==> src/rtl/length_fetch_scheduler_pkg.sv <==
// Shared types and defaults for the length fetch scheduler: FSM encoding,
// packed address-field width and per-channel default ranges.
package length_fetch_scheduler_pkg;

   typedef enum logic [1:0] {
      ST_IDLE  = 2'd0,
      ST_RUN   = 2'd1,
      ST_DRAIN = 2'd2,
      ST_DONE  = 2'd3
   } state_e;

   localparam int ADDR_FIELD_W        = 9;
   localparam int DEF_CHANNEL_NUM     = 8;
   localparam int DEF_FIFO_DEPTH      = 16;
   localparam int DEF_ROM_LATENCY     = 1;
   localparam logic [ADDR_FIELD_W-1:0] DEF_CHAN_BASE = '0;
   localparam logic [ADDR_FIELD_W-1:0] DEF_CHAN_END  = '0;

   // Index width that stays legal for a single-entry vector.
   function automatic int idx_width(input int n);
      return (n > 1) ? $clog2(n) : 1;
   endfunction

endpackage

==> src/rtl/length_fetch_scheduler_rr_arbiter.sv <==
// Combinational round-robin arbiter: first set request at or above ptr_i,
// wrapping, returned as one-hot plus binary index.
module rr_arbiter
   import length_fetch_scheduler_pkg::*;
#(
   parameter int N     = DEF_CHANNEL_NUM,
   parameter int IDX_W = idx_width(DEF_CHANNEL_NUM)
)(
   input  logic [N-1:0]     req_i,
   input  logic [IDX_W-1:0] ptr_i,
   output logic [N-1:0]     gnt_o,
   output logic [IDX_W-1:0] gnt_idx_o,
   output logic             gnt_valid_o
);

   int j;

   always_comb begin
      gnt_o       = '0;
      gnt_idx_o   = '0;
      gnt_valid_o = 1'b0;
      j           = 0;
      for (int k = 0; k < N; k++) begin
         j = int'(ptr_i) + k;
         if (j >= N) begin
            j = j - N;
         end
         if (!gnt_valid_o && req_i[j]) begin
            gnt_valid_o = 1'b1;
            gnt_idx_o   = IDX_W'(j);
            gnt_o[j]    = 1'b1;
         end
      end
   end

endmodule

==> src/rtl/length_fetch_scheduler.sv <==
// Credit-based round-robin ROM fetcher: one address per cycle into a shared
// ROM, write strobes to per-channel FIFOs aligned with ROM read latency.
module length_fetch_scheduler
   import length_fetch_scheduler_pkg::*;
#(
   parameter int CHANNEL_NUM = DEF_CHANNEL_NUM,
   parameter int ADDR_W      = ADDR_FIELD_W,
   parameter int FIFO_DEPTH  = DEF_FIFO_DEPTH,
   parameter int ROM_LATENCY = DEF_ROM_LATENCY
)(
   input  logic                          clk,
   input  logic                          rst,
   input  logic                          start,
   input  logic [CHANNEL_NUM*ADDR_W-1:0] base_addr,
   input  logic [CHANNEL_NUM*ADDR_W-1:0] end_addr,
   input  logic [CHANNEL_NUM-1:0]        fifo_rd,
   output logic [ADDR_W-1:0]             rom_addr,
   output logic [CHANNEL_NUM-1:0]        wr_en,
   output logic [CHANNEL_NUM-1:0]        chan_done,
   output logic                          busy,
   output logic                          done
);

   localparam int IDX_W  = idx_width(CHANNEL_NUM);
   localparam int CRED_W = $clog2(FIFO_DEPTH + 1);
   localparam int DCNT_W = $clog2(ROM_LATENCY + 1);
   localparam logic [CRED_W-1:0] CRED_FULL = CRED_W'(FIFO_DEPTH);

   state_e                   state_q;
   logic [ADDR_W-1:0]        addr_q   [CHANNEL_NUM];
   logic [ADDR_W-1:0]        end_q    [CHANNEL_NUM];
   logic [CRED_W-1:0]        credit_q [CHANNEL_NUM];
   logic [CHANNEL_NUM-1:0]   pipe_q   [ROM_LATENCY];
   logic [IDX_W-1:0]         ptr_q;
   logic [ADDR_W-1:0]        rom_addr_q;
   logic [DCNT_W-1:0]        drain_q;
   logic                     busy_q;
   logic                     done_q;

   logic [CHANNEL_NUM-1:0]   req;
   logic [CHANNEL_NUM-1:0]   gnt;
   logic [CHANNEL_NUM-1:0]   at_end;
   logic [CHANNEL_NUM-1:0]   empty_start;
   logic [IDX_W-1:0]         gnt_idx;
   logic                     gnt_valid;
   logic                     load;

   assign load = start && (state_q == ST_IDLE || state_q == ST_DONE);

   for (genvar gi = 0; gi < CHANNEL_NUM; gi++) begin : gen_chan
      assign at_end[gi]      = (addr_q[gi] == end_q[gi]);
      assign req[gi]         = (state_q == ST_RUN) && (credit_q[gi] != '0) && !at_end[gi];
      assign empty_start[gi] = (base_addr[gi*ADDR_W +: ADDR_W] == end_addr[gi*ADDR_W +: ADDR_W]);
   end

   rr_arbiter #(
      .N     (CHANNEL_NUM),
      .IDX_W (IDX_W)
   ) u_arb (
      .req_i       (req),
      .ptr_i       (ptr_q),
      .gnt_o       (gnt),
      .gnt_idx_o   (gnt_idx),
      .gnt_valid_o (gnt_valid)
   );

   // The ROM sees the granted address in the grant cycle; otherwise it holds.
   assign rom_addr  = gnt_valid ? addr_q[gnt_idx] : rom_addr_q;
   assign wr_en     = pipe_q[ROM_LATENCY-1];
   assign chan_done = (state_q == ST_IDLE) ? '0 : at_end;
   assign busy      = busy_q;
   assign done      = done_q;

   always_ff @(posedge clk) begin
      for (int c = 0; c < CHANNEL_NUM; c++) begin
         if (rst) begin
            addr_q[c]   <= '0;
            end_q[c]    <= '0;
            credit_q[c] <= '0;
         end else if (load) begin
            addr_q[c]   <= base_addr[c*ADDR_W +: ADDR_W];
            end_q[c]    <= end_addr[c*ADDR_W +: ADDR_W];
            credit_q[c] <= CRED_FULL;
         end else begin
            if (gnt[c]) begin
               addr_q[c] <= addr_q[c] + 1'b1;
            end
            // A read returning a credit in the grant cycle cancels the spend.
            if (gnt[c] && !fifo_rd[c]) begin
               credit_q[c] <= credit_q[c] - 1'b1;
            end else if (!gnt[c] && fifo_rd[c] && credit_q[c] != CRED_FULL) begin
               credit_q[c] <= credit_q[c] + 1'b1;
            end
         end
      end
   end

   always_ff @(posedge clk) begin
      for (int s = 0; s < ROM_LATENCY; s++) begin
         if (rst) begin
            pipe_q[s] <= '0;
         end else if (s == 0) begin
            pipe_q[s] <= gnt;
         end else begin
            pipe_q[s] <= pipe_q[s-1];
         end
      end
   end

   always_ff @(posedge clk) begin
      if (rst) begin
         state_q    <= ST_IDLE;
         ptr_q      <= '0;
         rom_addr_q <= '0;
         drain_q    <= '0;
         busy_q     <= 1'b0;
         done_q     <= 1'b0;
      end else begin
         if (gnt_valid) begin
            rom_addr_q <= addr_q[gnt_idx];
            ptr_q      <= (gnt_idx == IDX_W'(CHANNEL_NUM - 1)) ? '0 : gnt_idx + 1'b1;
         end
         case (state_q)
            ST_IDLE, ST_DONE: begin
               if (start) begin
                  ptr_q <= '0;
                  if (&empty_start) begin
                     state_q <= ST_DONE;
                     busy_q  <= 1'b0;
                     done_q  <= 1'b1;
                  end else begin
                     state_q <= ST_RUN;
                     busy_q  <= 1'b1;
                     done_q  <= 1'b0;
                  end
               end
            end
            ST_RUN: begin
               if (&at_end) begin
                  state_q <= ST_DRAIN;
                  drain_q <= DCNT_W'(ROM_LATENCY - 1);
               end
            end
            ST_DRAIN: begin
               if (drain_q == '0) begin
                  state_q <= ST_DONE;
                  busy_q  <= 1'b0;
                  done_q  <= 1'b1;
               end else begin
                  drain_q <= drain_q - 1'b1;
               end
            end
            default: begin
               state_q <= ST_IDLE;
               busy_q  <= 1'b0;
               done_q  <= 1'b0;
            end
         endcase
      end
   end

endmodule
==> config.mk <==
export PLATFORM = sky130hd
export DESIGN_NAME = length_fetch_scheduler
export DESIGN_NICKNAME = d
export VERILOG_FILES = /design/src/rtl/length_fetch_scheduler_pkg.sv /design/src/rtl/length_fetch_scheduler_rr_arbiter.sv /design/src/rtl/length_fetch_scheduler.sv
export SDC_FILE = /design/constraint.sdc
export NUM_CORES = 1
export LEC_CHECK = 0
export ABC_AREA = 1
export CORE_MARGIN = 3
export CORE_UTILIZATION = 55
export DETAILED_ROUTE_END_ITERATION = 12
export PLACE_DENSITY = 0.87
export SYNTH_ARGS = -nofsm -noshare
export SYNTH_HDL_FRONTEND = slang
export SYNTH_SLANG_ARGS = --single-unit
==> constraint.sdc <==
create_clock -name clk -period 7.9 [get_ports clk]
set_input_delay 0.79 -clock clk [delete_from_list [all_inputs] [get_ports clk]]
set_output_delay 0.79 -clock clk [all_outputs]
set_load 0.01 [all_outputs]
==> flow_summary.yaml, run 1 <==
global_route:
  grt_use_total: 0.303
  grt_first_pass_wirelength_mm: 69.3
  grt_max_degree: 71
  overflow: 0
  grt_pass1_vias: 13200
  antenna_found_initial: 0
timing:
  setup_slack_ns: 1.63
  finalMaxSlewViolations: 0
  finalHoldViolCount: 0
  fmax_mhz: 160
  tns_ns: 0
  period_needed_ns: 6.27
  relSlewSlack: 0.238
  worst_pin_slew_ns: 1.14
  finalSetupViolCount: 0
  fin_crit_sh: 0.794
  rsz0062_at_grt: "false"
  final.setup_skew_ns: 0.0290
status:
  run_status: "completed"
pwr:
  peakVddDrop_uv: 328
  power.share.clock: 0.144
  seqPwrFrac: 0.274
  power.leakage_nw: 7.49
  p_int_w: 0.00423
  power.density_mw_per_mm2: 463
  power.switching_w: 0.00397
  power_frac_comb: 0.582
  netSwitchingFraction: 0.484
  p_total_w: 0.00820
worst_setup_path:
  worstRegToRegCells: 14
  crit_path_start: "ptr_q[1]$_SDFF_PP0_"
  critPathCapture: "rom_addr[8]"
  required_ns: 7.11
  arrival_ns: 5.48
  worstReg2RegStart: "ptr_q[1]$_SDFF_PP0_"
  cp-start-kind: "flip-flop"
  ff2ff_setup_slack_ns: 3.07
  r2r-end: "addr_q[0][5]$_DFFE_PP_"
  worst_setup_path_end_kind: "output pin"
  crit_path_max_fanout: 36
  critPathKind: "reg -> out"
yosys:
  synth_commonest_cells: "nand2_1 (370), inv_1 (233), nand3_1 (233), nor2_1 (186), edfxtp_1 (184)"
  synthesis.nets: 2064
  post_synth_inst_count: 1865
  ys_types: 53
  synth_most_common_cell: "nand2_1"
  yosysTopAreaCell: "edfxtp_1"
  synth_flop_cell: "edfxtp_1"
  synth_edf_count: 184
  ys_seq_elements: 208
  synth_area_sq_mm: 0.0149
  syn_area_per_cell_sq_um: 7.97
  synth.top_cell.area_share: 0.372
  async_reset_ff_frac: 0
  ys_seq_area_frac: 0.404
  yosysWarnings: 0
  synthTopCellsByArea: "edfxtp_1 (37%), nand2_1 (9.3%), nand3_1 (7.8%), xnor2_1 (7.4%), inv_1 (5.9%)"
clock_network:
  cts-root-buf: "clkbuf_16"
  cts_hold_buffers: 0
  clk_latency_ns: 0.54
  clock_sinks: 208
  clk_pin_slew_ns: 0.07
  cts_resized: 0
  cts_tree: "built"
  cts_setup_buffers: 0
  cts_max_path_buffers: 3
  cts_max_level: 1
  cts_buffers: 23
job:
  drv_cap: 0
floorplan:
  ioPinCount: 182
  coreArea_sq_mm: 0.0263
  die_h_um: 170
  start_util: 0.565
  dieArea_sq_mm: 0.0290
  die_w_um: 170
  placement_rows: 59
placed_design:
  placedCellCount: 2334
  portBuffers: 181
  dp_slack_ns: 2.34
  place_congestion: 0.980
  dp_hpwl_mm: 34.3
detailed_routing:
  drt_wl_total_mm: 44.8
  drc: 0
  dr.pass1.iters: 8
  vias: 13700
  drtIter0Drc: 1700
  wire_per_inst_um: 18.8
  avgViaCountPerCell: 5.75
  drtAntennaViolNets: 0
cells_and_area:
  nNetsFinal: 2223
  post-route-util: 0.674
  drive_above_1_share: 0.0666
  fillerInstances: 2045
  instances_no_fill: 2376
  area_delta_synth_final_pct: 19.2
  diodes: 0
hold_path:
  hold_path_class: "reg -> reg"
==> worst max-delay path, stage by stage (launching register included) <==
cell and delay (ns):
dfxtp_1 0.57, clkinv_1 0.16, ha_1 0.67, inv_1 0.42, nand3_1 0.24, nand2_1 0.11, o21ai_2 0.34, nor2_4 0.10
nand2_1 0.10, nand2_1 0.05, nand2_1 0.83, nand3_1 0.18, nand3_1 0.15, nand3_1 0.10, nand3_1 0.18, nand2_1 0.11
inv_1 0.09, clkdlybuf4s50_1 0.53
==> logic make-up (layout without fill, tap and decap cells) <==
kind of cell | count (synthesis) | in the layout | share of synthesized area
muxes | 7 | 7 | 0.00472
buffers and inverters | 307 | 483 | 0.0833
adders and majority gates | 44 | 44 | 0.0371
AOI/OAI and AO/OA | 147 | 147 | 0.0560
DFF | 208 | 208 | 0.404
and+or+nand+nor | 933 | 933 | 0.285
xor gates and xnor gates | 219 | 219 | 0.130
==> metrics by stage <==
stage | hold WS [ns] | area, sq um
after CTS | 0.479 | 17700
after floorplan | 0.481 | 14900
after detailed placement | 0.469 | 16900
after global placement | 0.457 | 16900
after global routing | 0.503 | 17700
final | 0.476 | 17700
==> layout by cell type (no fill, tap or decap), types with 3 or more instances in the layout <==
cell type / Yosys / routed
nand3_1: 233 / 233
edfxtp_1: 184 / 184
o21ai_0: 64 / 64
nor2_4: 4 / 5
o22ai_1: 21 / 21
or2_2: 12 / 12
nand2_2: 16 / 16
ha_1: 44 / 44
buf_4: 5 / 11
inv_2: 14 / 16
xor2_1: 92 / 92
clkinv_2: 0 / 3
inv_1: 233 / 231
dfxtp_1: 24 / 24
a21oi_1: 31 / 31
nor2_2: 10 / 10
nand4_1: 26 / 26
clkbuf_16: 0 / 23
nor3_1: 38 / 38
nand3_2: 12 / 12
clkdlybuf4s50_1: 0 / 181
bufinv_16: 0 / 5
nor4_1: 13 / 13
nor2_1: 186 / 185
o211ai_1: 3 / 3
clkinvlp_4: 0 / 7
mux2i_1: 7 / 7
nand2_1: 370 / 370
xnor2_1: 126 / 126
o21ai_1: 15 / 15
==> area by class of cell <==
cell class,instances,area [sq um],share of cell area
clock inverter,17,246,0.0139
sequential,208,6010,0.339
timing repair buffer,192,1890,0.107
inverter,249,935,0.0528
multi-input combinational,1350,7620,0.431
clock buffer,25,583,0.0329
tap,335,419,0.0237
==> sequential cells by signal, summed over array words and instances (netlist names) <==
signal	cells
ptr_q	3
pipe_q	8
addr_q	72
credit_q	40
busy	1
done	1
rom_addr_q	9
end_q	72
state_q	2
==> power by group through the flow <==
stage,clock (W),sequential (W),combinational (W)
global route,0.00123,0.00229,0.00522
global placement,0,0.00223,0.00455
CTS,0.00118,0.00223,0.00470
detailed placement,0,0.00225,0.00468
floorplan,0,0.00204,0.00342
finish,0.00118,0.00225,0.00477
==> metal layers <==
metal	share of wire	track usage	up-vias
met4	0.051	0.141	0
met5	0	0	-
met3	0.094	0.0541	153
li1	-	-	6430
met1	0.39	0.391	6316
met2	0.47	0.499	756
==> worst min-delay path by stage <==
stage                         to  cells past startpoint              start
3_5_place_dp   done$_SDFFE_PP0P_                      2  done$_SDFFE_PP0P_
4_1_cts        done$_SDFFE_PP0P_                      2  done$_SDFFE_PP0P_
2_1_floorplan  done$_SDFFE_PP0P_                      2  done$_SDFFE_PP0P_
5_1_grt        done$_SDFFE_PP0P_                      2  done$_SDFFE_PP0P_
6_report       done$_SDFFE_PP0P_                      2  done$_SDFFE_PP0P_
3_3_place_gp   done$_SDFFE_PP0P_                      2  done$_SDFFE_PP0P_
Note: power is estimated with default switching activity, not from simulation.
==> inputs of run 2 (changes only) <==
--- a/config.mk
+++ b/config.mk
@@ -7,9 +7,9 @@
 export LEC_CHECK = 0
 export ABC_AREA = 1
 export CORE_MARGIN = 3
-export CORE_UTILIZATION = 55
+export CORE_UTILIZATION = 52
 export DETAILED_ROUTE_END_ITERATION = 12
-export PLACE_DENSITY = 0.87
+export PLACE_DENSITY = 0.86
 export SYNTH_ARGS = -nofsm -noshare
 export SYNTH_HDL_FRONTEND = slang
 export SYNTH_SLANG_ARGS = --single-unit
==> constraint.sdc (replaced) <==
create_clock -name clk -period 5.25 [get_ports clk]
set_input_delay 0.525 -clock clk [delete_from_list [all_inputs] [get_ports clk]]
set_output_delay 0.525 -clock clk [all_outputs]
set_load 0.01 [all_outputs]
==> run 2 against run 1 <==
Effect of this change: global-route usage fell by 1.8 points; cell area is 1.1% higher; setup slack worse by 1.4 ns; hold slack got worse by 0.0025 ns; wire length up 0.15%; total power grew 52%; register-to-register slack worse by 2.0 ns; utilization shrank 3.3 points.
==> flow_summary.yaml, run 2 (same netlist as run 1, synthesis figures left out) <==
global_route:
  overflow: 0
  met1_usage: 0.374
  top_usage_layer: "met2"
  grt_use_total: 0.285
  use_met3: 0.0437
  grt_first_pass_wirelength_mm: 70.2
  met2_usage: 0.477
  grt_max_degree: 54
  grt_pass1_vias: 13400
  antenna_found_initial: 1
clock_network:
  cts_hold_buffers: 0
  cts_buffers: 24
  cts-root-buf: "clkbuf_16"
  clk_latency_ns: 0.52
  cts_max_path_buffers: 3
  cts_tree: "built"
  cts_max_level: 1
  clock_sinks: 208
  clk_pin_slew_ns: 0.05
cells_and_area:
  diodes: 0
  area_delta_synth_final_pct: 20.4
  final_cell_mix: "nand2_1 (368), nand3_1 (231), inv_1 (229)"
  fillerInstances: 2303
  top_regs: "addr_q (72), end_q (72), credit_q (40)"
  final_common_cell: "nand2_1"
  seqCellArea_sq_mm: 0.00601
  fin_area_sq_mm: 0.0179
  multiInputGateArea_sq_mm: 0.00764
  nNetsFinal: 2241
  drive_above_1_share: 0.0772
detailed_routing:
  avgViaCountPerCell: 5.62
  drtIter0Drc: 1592
  drtAntennaViolNets: 0
  drc: 0
  dr.pass1.iters: 5
  vias: 13700
  drt_wl_total_mm: 44.9
  wire_per_inst_um: 18.4
floorplan:
  die_w_um: 175
  die_h_um: 175
  start_util: 0.532
  dieArea_sq_mm: 0.0306
  coreArea_sq_mm: 0.0279
  placement_rows: 61
  ioPinCount: 182
hold_path:
  hold_path_depth: 2
  holdPathEnd: "done$_SDFFE_PP0P_"
  hp-start: "done$_SDFFE_PP0P_"
  hold_path_class: "reg -> reg"
pwr:
  power.leakage_nw: 7.59
  p_total_w: 0.0125
  power.density_mw_per_mm2: 696
  peakVddDrop_uv: 514
worst_setup_path:
  critPathKind: "reg -> out"
  ff2ff_setup_slack_ns: 1.10
  crit_chain: "xnor2_1 > nand3_1 > nor2_1 > nand2_1 > nand3_1 > nand3_1 > nand2_1 > nand2_1 > nand2_1 > nand3_2 > nor2_2 > nand3_1 > nor2_1 > nor2_1 > nand3_2 > buf_12 > nand2_1 > nand3_1 > nand3_1 > nand3_1 > nand2_1 > inv_1 > clkdlybuf4s50_1"
  slowest_delay_ns: 0.56
  worst_setup_path_end_kind: "output pin"
  cpMostUsedCell: "nand3_1"
  crit_slowest_cell: "clkdlybuf4s50_1"
  cp-start-kind: "flip-flop"
  arrival_ns: 4.49
  crit_path_max_fanout: 32
  r2r-end: "addr_q[0][8]$_DFFE_PP_"
  required_ns: 4.72
  worstReg2RegStart: "addr_q[7][0]$_DFFE_PP_"
  worstRegToRegCells: 20
timing:
  period_needed_ns: 5.01
  final.setup_skew_ns: 0.00781
  finalHoldViolCount: 0
  relSlewSlack: 0.482
  finalMaxSlewViolations: 0
  setup_slack_ns: 0.239
  holdWs_ns: 0.473
  rsz0062_at_grt: "false"
  fmax_mhz: 200
  tns_ns: 0
  finalSetupViolCount: 0
  fin_crit_sh: 0.954
  worst_pin_slew_ns: 0.776
placed_design:
  place_congestion: 0.981
  portBuffers: 181
  dp_slack_ns: 0.540
  dpl_cell_area_sq_mm: 0.0170
  dp_hpwl_mm: 34.4
job:
  drv_cap: 0
status:
  run_status: "completed"
run 2: cell types whose count changed in the layout (fill, tap and decap cells not counted), moves of 2 or more:
cell	delta
nand3_1	-2
clkinvlp_4	-3
clkinv_2	+3
buf_4	+16
clkbuf_1	+2
nand3_2	+2
nand2_1	-2
clkbuf_16	+2
inv_1	-2
clkbuf_8	+2
bufinv_16	-3
inv_6	+2
run 2: metrics by stage:
stage / utilization / instances
detailed placement: 0.610 / 2389
finish: 0.641 / 2438
global route: 0.641 / 2438
global placement: 0.610 / 2389
CTS: 0.638 / 2433
floorplan: - / 1865
run 2: layer usage:
layer  vias to the layer above  share of wire
li1                       6459              -
met1                      6394           0.39
met2                       725           0.48
met3                       117          0.090
met4                         2          0.039
met5                         -        0.00038
run 2: what timing repair did:
action,CTS,global route
buffers inserted,0,5
pin swaps,0,0
setup endpoints to repair,1,9
cloned,0,0
gates resized for setup,1,9
run 2: critical path, delay by kind of cell (launching register included):
family,cells,cell delay (ns)
xor gates and xnor gates,1,0.22
and+or+nand+nor,19,2.33
buffers and inverters,3,0.86
DFF,1,0.53
run 2: final cells by class:
| class | instances | share of cell area |
|---|---|---|
| inverters | 249 | 0.0529 |
| clock buffers | 31 | 0.0373 |
| well taps | 378 | 0.0264 |
| multi-input cells | 1350 | 0.427 |
| flip-flops and latches | 208 | 0.336 |
| clock inverters | 13 | 0.00685 |
| repair buffers | 209 | 0.114 |
run 2: report_power, final:
group          leakage, nW  total [W]  switching (W)  internal (W)
Combinational         5.02    0.00741        0.00461       0.00281
Sequential            2.18    0.00336       0.000736       0.00262
Clock                0.391    0.00168       0.000684      0.000998
run 2: worst max-delay path by stage:
| stage | startpoint | to | slack (ns) | cells after the start |
|---|---|---|---|---|
| global route | addr_q[1][3]$_DFFE_PP_ | rom_addr[1] | 0.004 | 25 |
| detailed placement | ptr_q[1]$_SDFF_PP0_ | rom_addr[1] | 0.54 | 21 |
| global placement | ptr_q[1]$_SDFF_PP0_ | rom_addr[4] | 0.55 | 21 |
| finish | addr_q[0][3]$_DFFE_PP_ | rom_addr[1] | 0.24 | 23 |
| CTS | ptr_q[0]$_SDFF_PP0_ | rom_addr[1] | 0.05 | 21 |
| floorplan | ptr_q[0]$_SDFF_PP0_ | rom_addr[3] | 1.47 | 21 |
==> inputs of run 3 (changes only) <==
--- a/config.mk
+++ b/config.mk
@@ -5,11 +5,11 @@
 export SDC_FILE = /design/constraint.sdc
 export NUM_CORES = 1
 export LEC_CHECK = 0
-export ABC_AREA = 1
 export CORE_MARGIN = 3
-export CORE_UTILIZATION = 52
+export CORE_UTILIZATION = 53
+export CTS_BUF_LIST = sky130_fd_sc_hd__clkbuf_2
 export DETAILED_ROUTE_END_ITERATION = 12
-export PLACE_DENSITY = 0.86
+export PLACE_DENSITY = 0.88
 export SYNTH_ARGS = -nofsm -noshare
 export SYNTH_HDL_FRONTEND = slang
 export SYNTH_SLANG_ARGS = --single-unit
==> run 3 against run 2 <==
Effect of this change: the run now ends with negative setup slack left; register-to-register slack worse by 1.5 ns; count of clock-buffer cells in the layout rose by 52; synthesized cell count decreased by 20%; hold slack worse by 0.18 ns; maximum frequency is 11% lower; combinational power rose by 43%; via count up 6.2%; global-route usage increased by 5.2 points; area after synthesis decreased by 1.6%; clock skew up 0.13 ns; sequential share of layout area fell by 2.4 points; sequential power is 2% lower.
==> flow_summary.yaml, run 3 <==
status:
  run_status: "complete, but fails checks"
  violations: "negative setup slack"
yosys:
  synthAdderAreaFrac: 0.0376
  synth_edf_count: 184
  synth_top_family_by_area: "simple AND/OR/NAND/NOR gates"
  synth_flop_cell: "edfxtp_1"
  synth_most_common_cell: "edfxtp_1"
  synth-simple-area-share: 0.215
  synth_area_sq_mm: 0.0146
  synthesis.nets: 1689
  yosysTopAreaCell: "edfxtp_1"
  ys_seq_elements: 208
  ys_seq_area_frac: 0.411
  synth_commonest_cells: "edfxtp_1 (184), nand2_1 (141), nor2_1 (130), xor2_1 (113), xnor2_1 (99)"
  synth_compound_area_frac: 0.134
  async_reset_ff_frac: 0
  post_synth_inst_count: 1490
  yosysWarnings: 0
  ys_types: 85
  syn_area_per_cell_sq_um: 9.82
  synthTopCellsByArea: "edfxtp_1 (38%), xor2_1 (6.8%), xnor2_1 (5.9%), ha_1 (3.8%), nand2_1 (3.6%)"
  muxShareOfSynthArea: 0.0485
  synth.top_cell.area_share: 0.378
  synth_xor_area_frac: 0.127
timing:
  final.setup_skew_ns: 0.139
  period_needed_ns: 5.64
  fin_crit_sh: 1.07
  setup_slack_ns: -0.385
  fmax_mhz: 177
  rsz0062_at_grt: "true"
  finalSetupViolCount: 10
  finalMaxSlewViolations: 0
  relSlewSlack: 0.243
  finalHoldViolCount: 0
  worst_pin_slew_ns: 1.13
clock_network:
  cts_buffers: 54
  cts_tree: "built"
  clock_sinks: 208
  cts-root-buf: "clkbuf_2"
  clk_latency_ns: 0.94
  cts_max_path_buffers: 3
  clk_pin_slew_ns: 0.13
  cts_max_level: 2
detailed_routing:
  dr.pass1.iters: 6
  wire_per_inst_um: 23.1
  drtIter0Drc: 1749
  avgViaCountPerCell: 6.41
  drt_wl_total_mm: 52.5
  vias: 14600
  drc: 0
  drtAntennaViolNets: 0
placed_design:
  dpl_cell_area_sq_mm: 0.0179
  placedCellCount: 2110
  place_congestion: 1.07
  portBuffers: 181
  dp_hpwl_mm: 38.9
cells_and_area:
  drive_above_1_share: 0.232
  top_regs: "addr_q (72), end_q (72), credit_q (40)"
  instances_no_fill: 2270
  fin_area_sq_mm: 0.0193
  final_cell_mix: "buf_4 (211), edfxtp_1 (184), clkdlybuf4s50_1 (172)"
  final_common_cell: "buf_4"
  area_delta_synth_final_pct: 31.7
  nNetsFinal: 2081
worst_setup_path:
  slowest_delay_ns: 0.48
  worst_setup_path_end_kind: "output pin"
  arrival_ns: 5.11
  required_ns: 4.72
  crit_path_max_fanout: 6
  crit_chain: "xor2_1 > nor4_2 > buf_4 > nand3_1 > nand4_1 > nand4_1 > a211o_4 > or3_4 > o22a_1 > a41oi_4 > buf_6 > buf_12 > mux2i_2 > a22oi_2 > a22o_1 > buf_2"
  worstReg2RegStart: "addr_q[0][8]$_DFFE_PP_"
  cp-start-kind: "flip-flop"
  path_buf_inv: 4
  cpMostUsedCell: "nand4_1"
  worstRegToRegCells: 27
  crit_slowest_cell: "edfxtp_1"
  ff2ff_setup_slack_ns: -0.38
  cpLargestDelayFamily: "simple AND/OR/NAND/NOR gates"
  r2r-end: "rom_addr_q[2]$_SDFF_PP0_"
  critPathKind: "reg -> out"
job:
  drv_cap: 0
hold_path:
  hold_path_depth: 2
  hp-start: "end_addr[14]"
  holdPathEnd: "end_q[0][14]$_SDFFCE_PN0P_"
  hold_path_class: "in -> reg"
global_route:
  grt_first_pass_wirelength_mm: 77.2
  grt_pass1_vias: 13900
  overflow: 0
  grt_use_total: 0.337
  antenna_found_initial: 3
  grt_max_degree: 62
floorplan:
  die_h_um: 172
  die_w_um: 172
  ioPinCount: 182
  dieArea_sq_mm: 0.0296
  placement_rows: 60
  start_util: 0.541
  coreArea_sq_mm: 0.0270
pwr:
  power.density_mw_per_mm2: 785
  peakVddDrop_uv: 613
  power.leakage_nw: 7.66
  p_total_w: 0.0151
run 3: changes by cell type after synthesis, moves of 25 or more:
cell / change
nand2_1: -229
inv_1: -198
nand3_1: -156
and2_1: +83
nor2_1: -56
a22o_1: +52
a31oi_1: +31
xnor2_1: -27
clkbuf_1: +25
run 3: cell families (layout without fill, tap and decap cells):
kind of cell	after synthesis	after routing
DFF	208	208
AOI/OAI and AO/OA	268	268
other	0	2
xor gates and xnor gates	212	212
and+or+nand+nor	608	608
muxes	49	49
adders and majority gates	44	44
buffers and inverters	101	538
run 3: worst register-to-register path, stage by stage (launching register included):
cell,delay [ns]
edfxtp_1,0.48
xor2_1,0.23
nor4_2,0.42
buf_4,0.21
nand3_1,0.18
nand4_1,0.25
nand4_1,0.21
a211o_4,0.36
or3_4,0.38
o22a_1,0.20
a41oi_4,0.24
buf_6,0.22
mux2i_4,0.25
a22oi_2,0.12
buf_4,0.15
buf_4,0.13
buf_4,0.12
buf_4,0.12
buf_4,0.13
buf_4,0.13
buf_4,0.12
buf_4,0.12
buf_4,0.12
buf_4,0.12
buf_4,0.12
buf_4,0.13
buf_4,0.12
a22o_1,0.18
run 3: final cells by class:
type / count / area (sq um)
Clock buffer: 83 / 415
Tap cell: 341 / 427
Fill cell: 1882 / 7760
Multi-Input combinational cell: 1181 / 8690
Timing Repair Buffer: 401 / 3480
Sequential cell: 208 / 6010
Inverter: 36 / 136
Antenna cell: 2 / 5.00
Clock inverter: 18 / 110
run 3: what timing repair did:
| item | in CTS | in global routing |
|---|---|---|
| pin swaps | 22 | 21 |
| cloned | 2 | 1 |
| hold buffers | 0 | 0 |
| endpoints found under the setup margin | 9 | 10 |
| gates resized for setup | 75 | 62 |
| buffers inserted | 30 | 30 |
run 3: how the worst max path moves through the flow:
stage	from	to	slack [ns]	cells past startpoint
2_1_floorplan	ptr_q[0]$_SDFF_PP0_	rom_addr[6]	0.18	16
5_1_grt	addr_q[0][8]$_DFFE_PP_	rom_addr_q[2]$_SDFF_PP0_	-0.47	27
6_report	addr_q[0][8]$_DFFE_PP_	rom_addr[1]	-0.39	16
3_3_place_gp	addr_q[7][8]$_DFFE_PP_	rom_addr[0]	0.15	14
4_1_cts	addr_q[7][5]$_DFFE_PP_	rom_addr[2]	-0.33	16
3_5_place_dp	addr_q[5][8]$_DFFE_PP_	rom_addr[3]	0.01	15
run 3: metal layers:
metal / share of wire / global-route usage / vias up
li1: - / - / 6331
met1: 0.36 / 0.441 / 6845
met2: 0.46 / 0.547 / 1145
met3: 0.13 / 0.0736 / 228
met4: 0.050 / 0.136 / 4
met5: 0.00042 / 0 / -
run 3: through the flow:
step,utilization,TNS (ns),worst slack [ns],hold WS (ns)
finish,0.713,-3.51,-0.385,0.292
floorplan,-,0,0.183,0.478
global route,0.713,-4.34,-0.469,0.291
CTS,0.699,-3.03,-0.330,0.273
global placement,0.663,0,0.149,0.450
detailed placement,0.663,0,0.0115,0.478
run 3: power by group:
part / internal (W) / switching [W] / leakage, nW
Clock: 0.000479 / 0.000748 / 0.398
Sequential: 0.00266 / 0.000623 / 2.19
Combinational: 0.00499 / 0.00563 / 5.07
